**src/rtl/playbus_ctrl_if.sv**
```systemverilog
// PlayBus command port: request fields from the issuer, handshake and
// completion pulses back from the controller.
interface playbus_ctrl_if #(
    parameter int ADDR_W = 4
);
    logic              cmd_valid;
    logic [1:0]        cmd_op;
    logic [ADDR_W-1:0] cmd_addr;
    logic [2:0]        cmd_digit;
    logic              cmd_ready;
    logic              done;
    logic              err;

    modport master (
        output cmd_valid, cmd_op, cmd_addr, cmd_digit,
        input  cmd_ready, done, err
    );

    modport slave (
        input  cmd_valid, cmd_op, cmd_addr, cmd_digit,
        output cmd_ready, done, err
    );
endinterface

```
**src/rtl/playbus_ctrl.sv**
```systemverilog
// PlayBus transfer controller: sequences one switch/RAM/ROM -> RAM/LED
// transfer per command over a shared bus and drives seven-segment digits.
//
// state | meaning
// IDLE  | ready for a command
// SRC   | source enabled onto bus, bus captured at end of cycle
// DST   | source still enabled, destination strobed, write at end of cycle
// ERR   | rejected command, one-cycle err pulse
module playbus_ctrl #(
    parameter int DATA_W = 4,
    parameter int ADDR_W = 4,
    parameter int NDISP  = 2
) (
    input  logic                   n_clk,
    input  logic                   reset,
    input  logic [DATA_W-1:0]      sw,
    playbus_ctrl_if.slave          cmd,
    output logic                   RAMO,
    output logic                   ROMO,
    output logic                   SWBEN,
    output logic                   RAMW,
    output logic                   LEDLTCH,
    output logic [DATA_W-1:0]      bus,
    output logic [NDISP-1:0][6:0]  disp
);

    typedef enum logic [1:0] {IDLE, SRC, DST, ERR} state_t;

    localparam logic [1:0] OP_SW_RAM  = 2'b00;
    localparam logic [1:0] OP_RAM_LED = 2'b01;
    localparam logic [1:0] OP_ROM_LED = 2'b10;

    state_t state, state_nx;

    logic [1:0]        op_q;
    logic [ADDR_W-1:0] addr_q;
    logic [2:0]        digit_q;
    logic [DATA_W-1:0] hold;
    logic [3:0]        latch [NDISP];
    logic [DATA_W-1:0] ram [2**ADDR_W];
    logic [DATA_W-1:0] rom_addr;
    logic [DATA_W-1:0] rom_val;
    logic              accept;
    logic              reject;

    function automatic logic [6:0] hex7(input logic [3:0] v);
        case (v)
            4'h0: hex7 = 7'b1000000;
            4'h1: hex7 = 7'b1111001;
            4'h2: hex7 = 7'b0100100;
            4'h3: hex7 = 7'b0110000;
            4'h4: hex7 = 7'b0011001;
            4'h5: hex7 = 7'b0010010;
            4'h6: hex7 = 7'b0000010;
            4'h7: hex7 = 7'b1111000;
            4'h8: hex7 = 7'b0000000;
            4'h9: hex7 = 7'b0010000;
            4'hA: hex7 = 7'b0001000;
            4'hB: hex7 = 7'b0000011;
            4'hC: hex7 = 7'b1000110;
            4'hD: hex7 = 7'b0100001;
            4'hE: hex7 = 7'b0000110;
            default: hex7 = 7'b0001110;
        endcase
    endfunction

    assign accept = (state == IDLE) && cmd.cmd_valid;
    assign reject = (cmd.cmd_op != OP_SW_RAM) && (int'(cmd.cmd_digit) >= NDISP);

    // 3*a mod 2^DATA_W only depends on a mod 2^DATA_W, so work at bus width.
    assign rom_addr = DATA_W'(addr_q);
    assign rom_val  = (rom_addr << 1) + rom_addr;

    always_ff @(posedge n_clk or posedge reset) begin
        if (reset) begin
            state <= IDLE;
        end else begin
            state <= state_nx;
        end
    end

    always_comb begin
        state_nx = state;
        case (state)
            IDLE:    if (accept) state_nx = reject ? ERR : SRC;
            SRC:     state_nx = DST;
            DST:     state_nx = IDLE;
            default: state_nx = IDLE;
        endcase
    end

    always_comb begin
        cmd.cmd_ready = (state == IDLE);
        cmd.done      = 1'b0;
        cmd.err       = 1'b0;
        SWBEN         = 1'b0;
        RAMO          = 1'b0;
        ROMO          = 1'b0;
        RAMW          = 1'b0;
        LEDLTCH       = 1'b0;
        if (state == SRC || state == DST) begin
            SWBEN = (op_q == OP_SW_RAM) || (op_q == 2'b11);
            RAMO  = (op_q == OP_RAM_LED);
            ROMO  = (op_q == OP_ROM_LED);
        end
        if (state == DST) begin
            RAMW     = (op_q == OP_SW_RAM);
            LEDLTCH  = (op_q != OP_SW_RAM);
            cmd.done = 1'b1;
        end
        if (state == ERR) begin
            cmd.err = 1'b1;
        end
    end

    always_comb begin
        bus = '0;
        if (SWBEN) bus = sw;
        if (RAMO)  bus = ram[addr_q];
        if (ROMO)  bus = rom_val;
    end

    always_ff @(posedge n_clk or posedge reset) begin
        if (reset) begin
            op_q    <= '0;
            addr_q  <= '0;
            digit_q <= '0;
            hold    <= '0;
            for (int i = 0; i < NDISP; i++) latch[i] <= '0;
        end else begin
            if (accept) begin
                op_q    <= cmd.cmd_op;
                addr_q  <= cmd.cmd_addr;
                digit_q <= cmd.cmd_digit;
            end
            if (state == SRC) hold <= bus;
            // Only the low nibble is ever displayed, so only that is latched.
            if (LEDLTCH) begin
                for (int i = 0; i < NDISP; i++) begin
                    if (digit_q == 3'(i)) latch[i] <= hold[3:0];
                end
            end
        end
    end

    // RAM keeps its contents through reset; reset forces IDLE so RAMW drops.
    always_ff @(posedge n_clk) begin
        if (RAMW) ram[addr_q] <= hold;
    end

    always_comb begin
        for (int i = 0; i < NDISP; i++) disp[i] = hex7(latch[i]);
    end

endmodule

```
**src/flat_wrapper.sv**
```systemverilog
// flat-port wrapper written by rule: the top's interface ports become plain ports
module playbus_ctrl_flat 
#(
    parameter int DATA_W = 4,
    parameter int ADDR_W = 4,
    parameter int NDISP  = 2
)
  (n_clk, reset, sw, RAMO, ROMO, SWBEN, RAMW, LEDLTCH, bus, disp, cmd_cmd_valid, cmd_cmd_op, cmd_cmd_addr, cmd_cmd_digit, cmd_cmd_ready, cmd_done, cmd_err);
  playbus_ctrl_if #(.ADDR_W(ADDR_W)) cmd_i ();
  input  logic n_clk;
  input  logic reset;
  input  logic [DATA_W-1:0] sw;
  output logic RAMO;
  output logic ROMO;
  output logic SWBEN;
  output logic RAMW;
  output logic LEDLTCH;
  output logic [DATA_W-1:0] bus;
  output logic [NDISP-1:0][6:0] disp;
  input wire logic [$bits(cmd_i.cmd_valid)-1:0] cmd_cmd_valid;
  input wire logic [$bits(cmd_i.cmd_op)-1:0] cmd_cmd_op;
  input wire logic [$bits(cmd_i.cmd_addr)-1:0] cmd_cmd_addr;
  input wire logic [$bits(cmd_i.cmd_digit)-1:0] cmd_cmd_digit;
  output wire logic [$bits(cmd_i.cmd_ready)-1:0] cmd_cmd_ready;
  output wire logic [$bits(cmd_i.done)-1:0] cmd_done;
  output wire logic [$bits(cmd_i.err)-1:0] cmd_err;
  assign cmd_i.cmd_valid = cmd_cmd_valid;
  assign cmd_i.cmd_op = cmd_cmd_op;
  assign cmd_i.cmd_addr = cmd_cmd_addr;
  assign cmd_i.cmd_digit = cmd_cmd_digit;
  assign cmd_cmd_ready = cmd_i.cmd_ready;
  assign cmd_done = cmd_i.done;
  assign cmd_err = cmd_i.err;
  playbus_ctrl #(.DATA_W(DATA_W), .ADDR_W(ADDR_W), .NDISP(NDISP)) u_core (.n_clk(n_clk), .reset(reset), .sw(sw), .cmd(cmd_i), .RAMO(RAMO), .ROMO(ROMO), .SWBEN(SWBEN), .RAMW(RAMW), .LEDLTCH(LEDLTCH), .bus(bus), .disp(disp));
endmodule
```
**config.mk**
```make
export PLATFORM = sky130hd
export DESIGN_NAME = playbus_ctrl_flat
export DESIGN_NICKNAME = d
export VERILOG_FILES = /design/src/rtl/playbus_ctrl_if.sv /design/src/rtl/playbus_ctrl.sv /design/src/flat_wrapper.sv
export SDC_FILE = /design/constraint.sdc
export NUM_CORES = 1
export LEC_CHECK = 0
export ABC_AREA = 1
export CAP_MARGIN = 0
export CORE_MARGIN = 1
export CORE_UTILIZATION = 58
export DETAILED_ROUTE_END_ITERATION = 7
export PLACE_DENSITY = 0.79
export SLEW_MARGIN = 15
export SYNTH_ARGS = -nofsm -noshare
export SYNTH_HDL_FRONTEND = slang
export SYNTH_SLANG_ARGS = --single-unit
```
**constraint.sdc**
```tcl
create_clock -name n_clk -period 2.45 [get_ports n_clk]
set_input_delay 0.49 -clock n_clk [delete_from_list [all_inputs] [get_ports n_clk]]
set_output_delay 0.49 -clock n_clk [all_outputs]
set_load 0.01 [all_outputs]
```
## Word-level counts from Yosys, hierarchy flattened

Memories as Yosys holds them, arrays and structs flattened.
Cells that the tools add are included.

| word-level totals | value |
|---|---|
| register bits | 23 |
| memory bits (read-only) | 224 |
| output and inout port bits | 26 |
| logic and storage cells | 46 |
| memories | 3 |
| memory bits (writable) | 64 |

| cells by class | value |
|---|---|
| order comparisons | 1 |
| multiplexer cells | 15 |
| $add $sub $neg | 1 |
| reductions and logical operators | 11 |
| eq/ne operators | 8 |

Memories:

| memory | depth | width | rd ports | clocked after Yosys merged registers in | wr ports | RTL line | source |
|---|---|---|---|---|---|---|---|
| (name not given) | 16 | 7 | 1 | 0 | 0 | playbus_ctrl.sv:47 | `case (v)` |
| (name not given) | 16 | 7 | 1 | 0 | 0 | playbus_ctrl.sv:47 |  |
| u_core.ram | 16 | 4 | 1 | 0 | 1 | playbus_ctrl.sv:40 | `logic [DATA_W-1:0] ram [2**ADDR_W];` |

Operator list:

| cell | count |
|---|---|
| two-way mux 4 bit | 3 |
| two-way mux 1 bit | 9 |
| equality test 2 bit, second input constant | 4 |
| adder 4 bit | 1 |
| equality test 2 x 1 -> 1 bit, second input constant | 2 |
| zero test 2 bit | 2 |
| two-way mux 2 bit | 2 |
| one-hot mux 2 bit (2 select lines) | 1 |
| AND reduction 2 bit | 2 |
| nonzero test 2 bit | 2 |
| equality test 3 x 1 -> 1 bit, second input constant | 1 |
| greater-or-equal comparator 3 x 2 -> 1 bit, second input constant | 1 |
| zero test 3 bit | 1 |
| logical AND 1 bit | 2 |
| logical OR 1 bit | 2 |
| inequality test 2 x 1 -> 1 bit, second input constant | 1 |

## Longest topological paths before layout

| depth | value |
|---|---|
| word-level depth | 6 |
| gate-level depth with buffers | 13 |

## Worst setup path before layout

No wires, ideal clock.

| path | value |
|---|---|
| kind | register to output |
| start | reg u_core.addr_q[1] |
| end | out bus[2] |
| setup slack | 431 ps |
| path buffers | 0 |
| data required time | 1960 ps |
| stages on the path, launching flop included | 5 |
| arrival time | 1529 ps |
| cells stage by stage | dfrtp_1 -> ha_1 -> fa_1 -> or2_2 -> a21boi_1 |

| on the way | value |
|---|---|
| cells in the longest elaborated chain, start to end | 3 |
| elaborated cells on any way between the ends | 4 |

Ends and longest elaborated chain:

| element | RTL line | source |
|---|---|---|
| start, declared | playbus_ctrl.sv:36 | `logic [ADDR_W-1:0] addr_q;` |
| start signal, assigned | playbus_ctrl.sv:133 | `addr_q <= cmd.cmd_addr;` |
| memory read (16 x 4 bit) | n/a |  |
| two-way mux 4 bit | playbus_ctrl.sv:119 | `if (RAMO) bus = ram[addr_q];` |
| two-way mux 4 bit (*) | playbus_ctrl.sv:120 | `if (ROMO) bus = rom_val;` |
| end, declared | flat_wrapper.sv:18 | `output logic [DATA_W-1:0] bus;` |

Mark *: on every way between the ends. The rest lies on a longest branch, timed or not.

## Worst setup path after layout

| path | value |
|---|---|
| start | reg u_core.addr_q[0] |
| end | out bus[2] |

Same word-level chain as after synthesis.

==> metrics.md <==
| Metric | Value |
|---|---|
| # clock sinks | 87 |
| Remaining DRCs | 0 |
| TritonCTS clock tree | built |
| Max Clk Rate | 0.407 GHz |
| Initial antenna violation count | 0 |
| Num rows | 31 |
| Pins over their slew limit | 0 |
| GRT Overall Usage | 27.0% |
| Failing checks | setup timing |
| Total CTS buffers | 9 |
| Grt met3 use | 5.22% |
| Clock Latency Late Sink | 0.36 ns |
| Via count | 3571 |
| Final WS setup | -0.00964 ns |
| VDD IR max | 797 uV |
| Pwr Density | 1180 nW/um^2 |
| Vias/cell | 5.40 |
| Setup_tns | -0.0132 ns |
| YS warnings | 0 |
| Tmin final | 2.46 ns |
| DR iter-0 viols | 319 |
| EDFF count, synth | 64 |
| DRT antenna net count | 0 |
| Longest Clk Path Bufs | 2 |
| Flops & latches, synth | 87 |
| Die width | 90.6 um |
| XOR/XNOR Fraction of Synth Area | 0.192% |
| Largest net degree at the start of global routing | 36 |
| GRT Max-Usage Layer | met2 |
| Layout area overhead | 19.9% |
| Leakage power | 2.63 nW |
| Clock slew seen by the registers of the worst setup and hold paths | 0.09 ns |
| Largest cells by area after synthesis | edfxtp_1 42%, dfrtp_1 13%, nand2_1 11% |
| CP Launch Type | register |
| Simple-gate share of the synthesized area | 20.7% |
| Per-cell routed wire length | 16.2 um |
| Asr flop ratio synth | 26.4% |
| H-tree depth | 3 |
| Cell count after placement | 638 |
| Placement Setup Slack | -0.0347 ns |
| RSZ-0062 raised after global routing | true |
| Initial core utilization | 61.5% |
| Syn Nets | 543 |
| Total gr overflow | 0 |
| Antenna diodes | 0 |
| Root Driver | clkbuf_8 |
| Synthesized area per cell | 9.12 sq um |
| Final hold violations | 0 |
| # IOs | 42 |
| Vias in the first global route | 3419 |
| Synth Area in Compound Gates | 5.91% |
| Least-Margin Pin Slew | 0.716 ns |
| Final nets | 601 |
| Share of layout cells above drive strength 1 | 13.0% |
| CP arrival | 1.97 ns |
| Crit-path max FO | 2 |
| Die Y-Extent | 90.6 um |
| DRT Pass-1 Iters | 5 |
| Max cap viols | 0 |
| WP data required | 1.96 ns |
| Final cell count without fillers | 661 |
| Post-synth top cells | 136 x nand2_1, 82 x inv_1, 64 x edfxtp_1, 54 x nand3_1, 37 x nor2_1 |
| Hold Crit Class | in2async |
| Most frequent cell after synthesis | nand2_1 |
| Main combinational cell family by area after synthesis | simple AND/OR/NAND/NOR gates |
| Critical path type | reg2out |
| Clock skew | 0.0105 ns |
| Gpl congestion | 0.893 |
| Core Region | 7410 sq um |
| Total detailed-routing wirelength | 10700 um |
| Library cells used by synthesis | 27 |
| PortBufs | 41 |
| DIE AREA | 8210 sq um |
| Seq/Total Area, Yosys | 54.9% |
| Crit. End Element | primary output |
| Post-layout util | 73.7% |
| Detailed placement HPWL | 7130 um |
| Adder-cell area share of the yosys netlist | 7.86% |
| GR Layer Usage met1 | 38.7% |
| First-pass GRT wire length | 17000 um |
| Post-synthesis mux area share | 0.742% |
| Status | finished with violations |
| Mapped Area | 4550 sq um |
| Syn Inst Count | 499 |
| Area leader, netlist | edfxtp_1 |
| Rel. slew slack | 52.3% |
| Share of the synthesized area in the top cell type | 42.2% |
| Synth Flop Type | edfxtp_1 |
| Met2 Usage GRT | 42.0% |
| Fin crit share | 100% |
| Setup violators final | 2 |
## metrics by stage
step           power (W)  instance area (sq um)  hold slack, ns
2_1_floorplan    0.00401                   4550           0.480
3_3_place_gp     0.00521                   5090           0.492
3_5_place_dp     0.00528                   5090           0.495
4_1_cts          0.00617                   5310           0.501
5_1_grt          0.00685                   5460           0.519
6_report         0.00642                   5460           0.502
## state kept, by name, summed over array words and instances, names as in the netlist
register,cells
u_core.digit_q,3
u_core.hold,4
u_core.addr_q,4
u_core.op_q,2
u_core.latch,8
u_core.state,2
u_core.ram,64
## routing by layer
layer | share of wire [%] | up-vias
met2 | 46 | 145
met3 | 6.7 | 16
met1 | 46 | 1696
met5 | 0 | -
met4 | 1.4 | 0
li1 | - | 1714
## where the power goes
group	total [W]	internal, W	leakage [nW]	switching, W
clock	0.000872	0.000368	0.0794	0.000504
sequential	0.00217	0.00186	0.864	0.000301
combinational	0.00339	0.00144	1.69	0.00194
## repair_timing
action,4_1_cts,5_1_grt
setup buffers,3,2
gates cloned,0,2
resized for setup,44,27
pin swaps,4,5
endpoints found under the setup margin,14,17
hold buffers,0,0
## cell families after synthesis
group	count (synthesis)
xor gates and xnor gates	1
muxes	3
AOI/OAI and AO/OA	48
adders and majority gates	28
and+or+nand+nor	231
DFF	87
buffers and inverters	101
## cell type report
class / count / area, sq um
fillers: 539 / 1950
multi-input cells: 311 / 1700
clock inverters: 5 / 35.0
well taps: 99 / 124
inverters: 86 / 350
clock buffers: 11 / 131
flip-flops and latches: 87 / 2500
repair buffers: 62 / 622
## worst max-delay path, cell delays in order, from the launching register on
cell and delay (ns):
dfrtp_1 0.43, ha_2 0.20, fa_1 0.43, or2_4 0.24
a21boi_2 0.16, buf_2 0.15
## cells in the final DEF (no fill, tap or decap), types with 4 or more instances in the layout
| cell type | n |
|---|---|
| inv_2 | 6 |
| nand2_1 | 133 |
| nor2_1 | 36 |
| buf_4 | 15 |
| a21oi_1 | 19 |
| edfxtp_1 | 64 |
| buf_2 | 4 |
| a31oi_1 | 5 |
| dlygate4sd2_1 | 6 |
| nand3_1 | 48 |
| ha_1 | 24 |
| dfrtp_1 | 20 |
| clkbuf_8 | 9 |
| dlymetal6s2s_1 | 11 |
| o21ai_0 | 16 |
| nand3_2 | 6 |
| clkdlybuf4s50_1 | 20 |
| inv_1 | 77 |
## worst paths after layout
path	slack [ns]	cells past startpoint	from	endpoint
max	-0.01	5	u_core.addr_q[0]	bus[2]
min in group n_clk	0.51	1	u_core.digit_q[1]	u_core.digit_q[1]
max in group asynchronous	1.69	3	reset	u_core.latch[5]
min	0.50	3	reset	u_core.addr_q[3]
min reg2reg	0.51	1	u_core.digit_q[1]	u_core.digit_q[1]
max reg2reg	0.56	6	u_core.state[0]	u_core.ram[9][2]
Note: power is estimated with default switching activity, not from simulation.
